--- src/rtl/rv_muldiv_div.sv ---
`default_nettype none
// ============================================================================
// Module      : rv_muldiv_div (with helper adder_subtractor)
// Description : Iterative radix-2 restoring divider for RV32M
//               DIV / DIVU / REM / REMU. Produces one quotient bit per cycle,
//               with a fixed sign-fix cycle and a single-cycle fast path for
//               divide-by-zero and signed overflow.
// Ports       : clk    - clock, all state changes on rising edge
//               rst    - synchronous active-high reset
//               start  - request, accepted only when busy=0
//               op     - funct3[1:0]: 00 DIV, 01 DIVU, 10 REM, 11 REMU
//               a, b   - dividend / divisor, sampled on accept
//               kill   - synchronous abort (pipeline flush)
//               busy   - high whenever the unit is not idle
//               done   - one-cycle pulse, result valid that cycle
//               result - quotient or remainder, held until next update
// Revision    : 1.0 - initial release
// ============================================================================

// ----------------------------------------------------------------------------
// adder_subtractor: r = a + b (sub=0) or r = a - b (sub=1), modulo 2^N.
// ----------------------------------------------------------------------------
module adder_subtractor #(
    parameter int N = 8
) (
    input  logic [N-1:0] a,
    input  logic [N-1:0] b,
    input  logic         sub,
    output logic [N-1:0] r
);
    // Two's complement subtract: invert b and inject the carry-in.
    assign r = a + (b ^ {N{sub}}) + {{(N-1){1'b0}}, sub};
endmodule

// ----------------------------------------------------------------------------
// rv_muldiv_div: top-level divider.
// ----------------------------------------------------------------------------
module rv_muldiv_div #(
    parameter int XLEN = 32
) (
    input  logic            clk,
    input  logic            rst,
    input  logic            start,
    input  logic [1:0]      op,
    input  logic [XLEN-1:0] a,
    input  logic [XLEN-1:0] b,
    input  logic            kill,
    output logic            busy,
    output logic            done,
    output logic [XLEN-1:0] result
);

    localparam int            c_cnt_w = $clog2(XLEN);
    localparam logic [XLEN-1:0] c_min  = {1'b1, {(XLEN-1){1'b0}}};
    localparam logic [XLEN-1:0] c_ones = {XLEN{1'b1}};

    typedef enum logic [1:0] {
        S_IDLE = 2'd0,
        S_CALC = 2'd1,
        S_FIX  = 2'd2,
        S_DONE = 2'd3
    } state_t;

    state_t r_state;
    state_t w_state_nxt;

    // Operation context captured at accept
    logic               r_is_rem;
    logic               r_a_neg;   // only ever set for signed ops
    logic               r_b_neg;   // only ever set for signed ops
    logic [XLEN-1:0]    r_dvd;     // dividend magnitude, becomes the quotient
    logic [XLEN-1:0]    r_rem;     // partial remainder
    logic [XLEN-1:0]    r_dvs;     // divisor magnitude
    logic [c_cnt_w-1:0] r_count;
    logic [XLEN-1:0]    r_result;

    // Accept-time decode
    logic            w_accept;
    logic            w_signed;
    logic            w_a_neg;
    logic            w_b_neg;
    logic [XLEN-1:0] w_a_mag;
    logic [XLEN-1:0] w_b_mag;
    logic            w_div0;
    logic            w_ovf;
    logic            w_fast;
    logic [XLEN-1:0] w_fast_result;

    // Iteration datapath
    logic [XLEN:0]   w_shift_rem;
    logic [XLEN:0]   w_diff;
    logic            w_qbit;

    // Post-fix datapath
    logic [XLEN-1:0] w_quo_fix;
    logic [XLEN-1:0] w_rem_fix;

    // kill in IDLE wins over start, so the request is simply dropped.
    assign w_accept = (r_state == S_IDLE) && start && !kill;
    assign w_signed = ~op[0];
    assign w_a_neg  = w_signed & a[XLEN-1];
    assign w_b_neg  = w_signed & b[XLEN-1];
    // Magnitude of the most negative value wraps to itself, which is the
    // correct unsigned magnitude.
    assign w_a_mag  = w_a_neg ? (~a + 1'b1) : a;
    assign w_b_mag  = w_b_neg ? (~b + 1'b1) : b;

    assign w_div0   = (b == '0);
    assign w_ovf    = w_signed && (a == c_min) && (b == c_ones);
    assign w_fast   = w_div0 || w_ovf;

    always_comb begin
        w_fast_result = '0;
        if (w_div0) begin
            w_fast_result = op[1] ? a : c_ones;
        end else begin
            w_fast_result = op[1] ? '0 : c_min;
        end
    end

    // Bring the next dividend bit into the remainder and trial-subtract.
    // Since rem < divisor, the shifted value is < 2*divisor, so a clear MSB
    // of the XLEN+1-bit difference means the subtraction did not underflow.
    assign w_shift_rem = {r_rem, r_dvd[XLEN-1]};

    adder_subtractor #(
        .N (XLEN + 1)
    ) u_trial_sub (
        .a   (w_shift_rem),
        .b   ({1'b0, r_dvs}),
        .sub (1'b1),
        .r   (w_diff)
    );

    assign w_qbit    = ~w_diff[XLEN];

    assign w_quo_fix = (r_a_neg ^ r_b_neg) ? (~r_dvd + 1'b1) : r_dvd;
    assign w_rem_fix = r_a_neg ? (~r_rem + 1'b1) : r_rem;

    // ------------------------------------------------------------------
    // FSM: state register
    // ------------------------------------------------------------------
    always_ff @(posedge clk) begin
        if (rst) begin
            r_state <= S_IDLE;
        end else begin
            r_state <= w_state_nxt;
        end
    end

    // ------------------------------------------------------------------
    // FSM: next state and status outputs
    // ------------------------------------------------------------------
    always_comb begin
        w_state_nxt = r_state;
        busy        = 1'b0;
        done        = 1'b0;
        case (r_state)
            S_IDLE: begin
                if (w_accept) begin
                    w_state_nxt = w_fast ? S_DONE : S_CALC;
                end
            end
            S_CALC: begin
                busy = 1'b1;
                if (kill) begin
                    w_state_nxt = S_IDLE;
                end else if (r_count == '0) begin
                    w_state_nxt = S_FIX;
                end
            end
            S_FIX: begin
                busy        = 1'b1;
                w_state_nxt = kill ? S_IDLE : S_DONE;
            end
            S_DONE: begin
                busy        = 1'b1;
                done        = 1'b1;
                w_state_nxt = S_IDLE;
            end
            default: begin
                w_state_nxt = S_IDLE;
            end
        endcase
    end

    // ------------------------------------------------------------------
    // Datapath registers
    // ------------------------------------------------------------------
    always_ff @(posedge clk) begin
        if (rst) begin
            r_is_rem <= 1'b0;
            r_a_neg  <= 1'b0;
            r_b_neg  <= 1'b0;
            r_dvd    <= '0;
            r_rem    <= '0;
            r_dvs    <= '0;
            r_count  <= '0;
            r_result <= '0;
        end else begin
            case (r_state)
                S_IDLE: begin
                    if (w_accept) begin
                        r_is_rem <= op[1];
                        r_a_neg  <= w_a_neg;
                        r_b_neg  <= w_b_neg;
                        r_dvd    <= w_a_mag;
                        r_dvs    <= w_b_mag;
                        r_rem    <= '0;
                        r_count  <= c_cnt_w'(XLEN - 1);
                        if (w_fast) begin
                            r_result <= w_fast_result;
                        end
                    end
                end
                S_CALC: begin
                    if (!kill) begin
                        r_rem   <= w_qbit ? w_diff[XLEN-1:0] : w_shift_rem[XLEN-1:0];
                        r_dvd   <= {r_dvd[XLEN-2:0], w_qbit};
                        r_count <= r_count - 1'b1;
                    end
                end
                S_FIX: begin
                    if (!kill) begin
                        r_result <= r_is_rem ? w_rem_fix : w_quo_fix;
                    end
                end
                default: begin
                end
            endcase
        end
    end

    assign result = r_result;

endmodule
`default_nettype wire

--- config.mk ---
export PLATFORM = sky130hd
export DESIGN_NAME = rv_muldiv_div
export DESIGN_NICKNAME = d
export VERILOG_FILES = /design/src/rtl/rv_muldiv_div.sv
export SDC_FILE = /design/constraint.sdc
export NUM_CORES = 1
export LEC_CHECK = 0
export ABC_AREA = 0
export CAP_MARGIN = 20
export CORE_UTILIZATION = 59
export CTS_BUF_LIST = sky130_fd_sc_hd__clkbuf_16
export CTS_CLUSTER_SIZE = 12
export DETAILED_ROUTE_END_ITERATION = 12
export PLACE_DENSITY = 0.86
export SKIP_LAST_GASP = 1
export SLEW_MARGIN = 30
export SYNTH_ARGS = -nofsm -noshare
export SYNTH_HDL_FRONTEND = slang
export SYNTH_SLANG_ARGS = --single-unit
export TNS_END_PERCENT = 30
--- constraint.sdc ---
create_clock -name clk -period 3.53 [get_ports clk]
set_clock_uncertainty 0.1 [all_clocks]
set_input_delay 0.706 -clock clk [delete_from_list [all_inputs] [get_ports clk]]
set_output_delay 0.706 -clock clk [all_outputs]
set_load 0.01 [all_outputs]
# == After elaboration in Yosys (flattened, before gate mapping) ==
# Cells that the tools add are included.
# totals
regBits,138
latchBits,0
ram_bits,0
romBits,0
input_bits,70
mem_count,0
# classes
n_addsub,7
n_mul,0
n_div,0
order_cmp,0
eq_ne,10
n_shift,0
n_mux,30
bitwise,10
n_reduce_logical,16
# op_table
cell,n
$mux W32,16
$pmux W32 S2,3
$add A32 B1 Y32 const B,4
$not A32 Y32,4
$eq A32 B32 Y1 const B,2
$add A33 B1 Y33 const B,1
$add A33 B33 Y33,1
$not A32 Y33,1
$logic_not A32 Y1,1
$mux W2,5
$mux W5,2
$pmux W5 S2,1
$ne A2 B2 Y1 const B,4
$pmux W2 S4,1
$logic_not A5 Y1,1
$sub A5 B1 Y5 const B,1
$eq A2 B2 Y1 const B,2
$logic_and A1 B1 Y1,4
$reduce_and A2 Y1,2
$reduce_and A4 Y1,1
$reduce_bool A2 Y1,2
$ne A3 B3 Y1 const B,1
$reduce_and A3 Y1,1
$reduce_or A3 Y1,1
other kinds (8),11

# == Depth between registers and ports, before layout ==
# logic_depth
ltp_word,7
depth_mapped,12
ltp_nobuf,11

# == Hierarchy ==
# From an unflattened synthesis, not the netlist that was laid out.
# hier_totals
cells_unflattened,1508
hier_area_um2,11319.6
# modules_own_cells
mod,n_inst,cells_per_inst,area_per_inst_um2,seq_area_each_um2
rv_muldiv_div,1,1215,9253.9,2762.6
adder_subtractor,1,293,2065.7,0.0

# == Worst setup path before layout ==
# OpenSTA, ideal clock, no wires.
# synth_timing
path_kind,input-to-reg
startpoint,input port b[14]
endpoint,"register r_result[12], in the netlist result[12]"
setup_time_ps,138
t_arrival_ps,2782
required_time_ps,3292
path_slack_ps,510
path_stages,9
cell_sequence,or4_1 > nor4_1 > and3_1 > and3_1 > buf_2 > o31a_1 > buf_2 > buf_1 > a211oi_1
# synth_via
elab_chain_cells,5
word_cells_on_any_way,10
# synth_rtl
element,line_no,text
start: declaration,46,"input logic [XLEN-1:0] b,"
$logic_not A32 Y1 / $eq A32 B32 Y1 (equally long branches),"108, 109",
$mux W32 / $logic_and A1 B1 Y1 (equally long branches),"114, 109",
$mux W32 / $logic_or A1 B1 Y1 (equally long branches),"211, 110",
$mux W32 / $ne A2 B2 Y1 (equally long branches),n/a,
$pmux W32 S2 / $reduce_and A4 Y1 (equally long branches),n/a,
end signal: assignment,212,r_result <= w_fast_result;
end signal: assignment,225,r_result <= r_is_rem ? w_rem_fix : w_quo_fix;
end: declaration,75,logic [XLEN-1:0] r_result;
# Parallel ways exist; a longest one is shown, timed or not. The select of a mux whose other input is x is not followed.
# A chain may end at the register's enable or synchronous reset.

# == Final worst setup path ==
# layout_timing
startpoint,input port a[3]
endpoint,"register r_result[10], in the netlist result[10]"
# layout_via
elab_chain_cells,6
# layout_rtl
element,line_no,text
start: declaration,45,"input logic [XLEN-1:0] a,"
$eq A32 B32 Y1,109,assign w_ovf = w_signed && (a == c_min) && (b == c_ones);
$logic_and A1 B1 Y1 (2 in series),109,
$logic_or A1 B1 Y1,110,assign w_fast = w_div0 || w_ovf;
$ne A2 B2 Y1 (no line),n/a,
$reduce_and A4 Y1 (no line),n/a,
# Every way passes these cells.

==> flow_summary.yaml <==
yosys:
  synth-edff-count: 0
  yosysUniqueCellTypes: 68
  yosysSeqAreaShare: 0.262
  syn_nets: 1528
  postSynthCellCount: 1418
  synth_ff_type: "dfxtp_1"
  async_flop_share: 0
  synth_seq_cells: 138
  synth_area_per_cell_um2: 7.43
  synth_area_um2: 10500
  ys_warn_count: 0
global_routing:
  grt_pass1_vias: 10100
  antenna_found_initial: 0
  grt_pass1_wl_mm: 51.2
  grt_max_degree: 63
  grt.total_usage: 0.355
  grt-ovfl-total: 0
critical_path:
  cpLargestDelayFamily: "simple AND/OR/NAND/NOR gates"
  critPathMaxStageDelay_ps: 560
  startpoint: "a[3]"
  path_class: "primary input to flip-flop"
  startpoint_type: "primary input"
  path_max_fanout: 54
  crit_buf_inv: 4
  reg2reg_from: "r_rem[0]"
  cp_data_arrival_time_ps: 3600
  cp.required_ps: 3770
  r2r_slack_ps: 210
  critPathCaptureType: "flip-flop"
  crit_slowest_cell: "or4_1"
  cp_cell_sequence: "clkdlybuf4s50_1 > or4_1 > buf_4 > nor4_1 > buf_4 > nand4_1 > nor2_1 > o31a_2 > buf_12 > nor2_1 > a311oi_1"
power_and_ir_drop:
  p_sw_mw: 1.71
  clkPwrFrac: 0.351
  internal_power_mw: 3.34
  ir_worst_vdd_mv: 0.412
  share_seq_of_total_power: 0.340
  switching_share: 0.339
  power.density_nw_per_um2: 399
  leakagePower_nw: 4.81
  power_frac_comb: 0.309
route:
  ant_nets: 0
  detail_route.first_pass.iterations: 6
  num_vias: 11500
  remaining_drc_errors: 0
  avgRoutedWirePerCell_um: 18.6
  dr.first_iter.drc_count: 1149
  viasPerCell: 6.55
  postRouteWirelength_mm: 32.7
clock_network:
  path_clk_slew_ps: 60
  clk_latency_ps: 440
  cts_root_buf: "clkbuf_16"
  cts_max_level: 4
  postCtsHoldBufs: 0
  clock_path_buffers: 2
  cts_made_buffers: 17
  cts_tree: "built"
  cts_num_sinks: 138
timing:
  drv_slew: 0
  period_needed_ps: 3360
  max_slew.worst_pin.slew_ps: 1040
  relSlewSlack: 0.309
  period_share: 0.953
  hold_violations: 0
  finalSetupViolCount: 0
  rsz0062_at_grt: "no"
  clock.fmax_mhz: 297
  setup_ws_ps: 166
floorplan:
  die_area_um2: 18400
  die_w_um: 136
  core_area_um2: 17400
  std_cell_rows: 48
  ios: 104
  die_y_um: 136
  start_util: 0.607
min_path:
  worstHoldStart: "result[28]"
  hold_class: "flip-flop to flip-flop"
layout:
  finalNetCount: 1628
  final_common_cell: "nor2_1"
  layout.cells.non_filler: 1756
  utilization: 0.729
  diodes: 0
  syn_to_final_growth_pct: 20.0
  fillers: 1395
  drive_gt1_frac: 0.0830
  layout_common_cells: "152 x nor2_1, 138 x dfxtp_1, 125 x a21oi_1"
placed_design:
  dp_hpwl_mm: 24.4
  place_inst: 1724
  io_buffer_count: 103
  finalWeightedCongestion: 0.966
  pre_cts_slack_ps: -189
run_status:
  status: "completed"
run:
  drv.max_cap_violation_count: 0
## area by class of cell
cell class,count,area (um2),share of cell area
Clock buffer,17,425,0.0336
Clock inverter,15,149,0.0118
Inverter,70,263,0.0208
Multi-Input combinational cell,1118,7190,0.568
Sequential cell,138,2760,0.218
Tap cell,225,282,0.0223
Timing Repair Buffer,173,1580,0.125
## cells in the mapped netlist (16+ instances only)
cell | instances | area (um2)
nor3_1 | 34 | 170
dfxtp_1 | 138 | 2760
o31ai_1 | 21 | 158
nand4_1 | 16 | 100
nor2_1 | 155 | 582
ha_1 | 39 | 488
nand3_1 | 26 | 130
a21oi_1 | 125 | 626
xnor2_1 | 75 | 657
clkbuf_1 | 77 | 289
inv_1 | 70 | 263
a31oi_1 | 30 | 188
xor2_1 | 65 | 569
nand2b_1 | 28 | 175
mux2i_1 | 25 | 250
o21ai_0 | 68 | 340
a22oi_1 | 22 | 165
nand2_1 | 114 | 428
a221oi_1 | 20 | 175
a211oi_1 | 51 | 383
nor4_1 | 19 | 119
## path summary, 6_finish.rpt
| check | endpoint | depth (start not counted) |
|---|---|---|
| min | result[28] | 2 |
| max | result[10] | 11 |
| max reg2reg | result[28] | 10 |
| min reg2reg | result[28] | 2 |
## worst reg2reg max path: cells and delay by family (launching register included)
family | cells | cell delay (ps)
fa+ha+maj | 1 | 220
compound gates | 3 | 490
xor+xnor | 1 | 220
flops | 1 | 380
simple gates | 4 | 1650
buf+inv | 1 | 170
## metal layers
| layer | vias to the layer above | wire (um) | GRT usage |
|---|---|---|---|
| li1 | 5362 | - | - |
| met1 | 5370 | 13600 | 0.460 |
| met2 | 662 | 15000 | 0.574 |
| met3 | 113 | 2850 | 0.0576 |
| met4 | 0 | 1280 | 0.165 |
| met5 | - | 0 | 0 |
## repair_timing
| item | CTS | global route |
|---|---|---|
| setup buffers | 0 | 0 |
| gates resized for setup | 0 | 1 |
| setup endpoints to repair | 0 | 2 |
## per-stage QoR
step	TNS, ps	cell area (um2)	hold WS, ps	total power [mW]
2_1_floorplan	0	10500	340	2.78
3_3_place_gp	-2920	12100	353	3.23
3_5_place_dp	-4180	12100	345	3.26
4_1_cts	0	12600	364	5.00
5_1_grt	0	12600	386	5.24
6_report	0	12600	374	5.04
## flip-flops by register name (all words and copies together) (netlist names)
signal and count:
r_a_neg 1, r_b_neg 1, r_count 5, r_dvd 32, r_dvs 32, r_is_rem 1, r_rem 32, r_state 2
result 32
## cell families (layout without fill, tap and decap cells)
logic type,after synthesis,after routing,synth area share
AOI/OAI and AO/OA,448,448,0.280
xor gates and xnor gates,140,140,0.116
adders and majority gates,40,40,0.0482
buffers and inverters,162,275,0.0589
DFF,138,138,0.262
muxes,26,26,0.0248
and+or+nand+nor,464,464,0.210
## power by group through the flow
| stage | Combinational (mW) | Sequential, mW | Clock, mW |
|---|---|---|---|
| floorplan | 1.06 | 1.72 | 0 |
| global placement | 1.48 | 1.74 | 0 |
| detailed placement | 1.51 | 1.74 | 0 |
| CTS | 1.53 | 1.71 | 1.76 |
| global route | 1.69 | 1.72 | 1.83 |
| finish | 1.56 | 1.72 | 1.77 |
(Power assumes the default switching activity.)
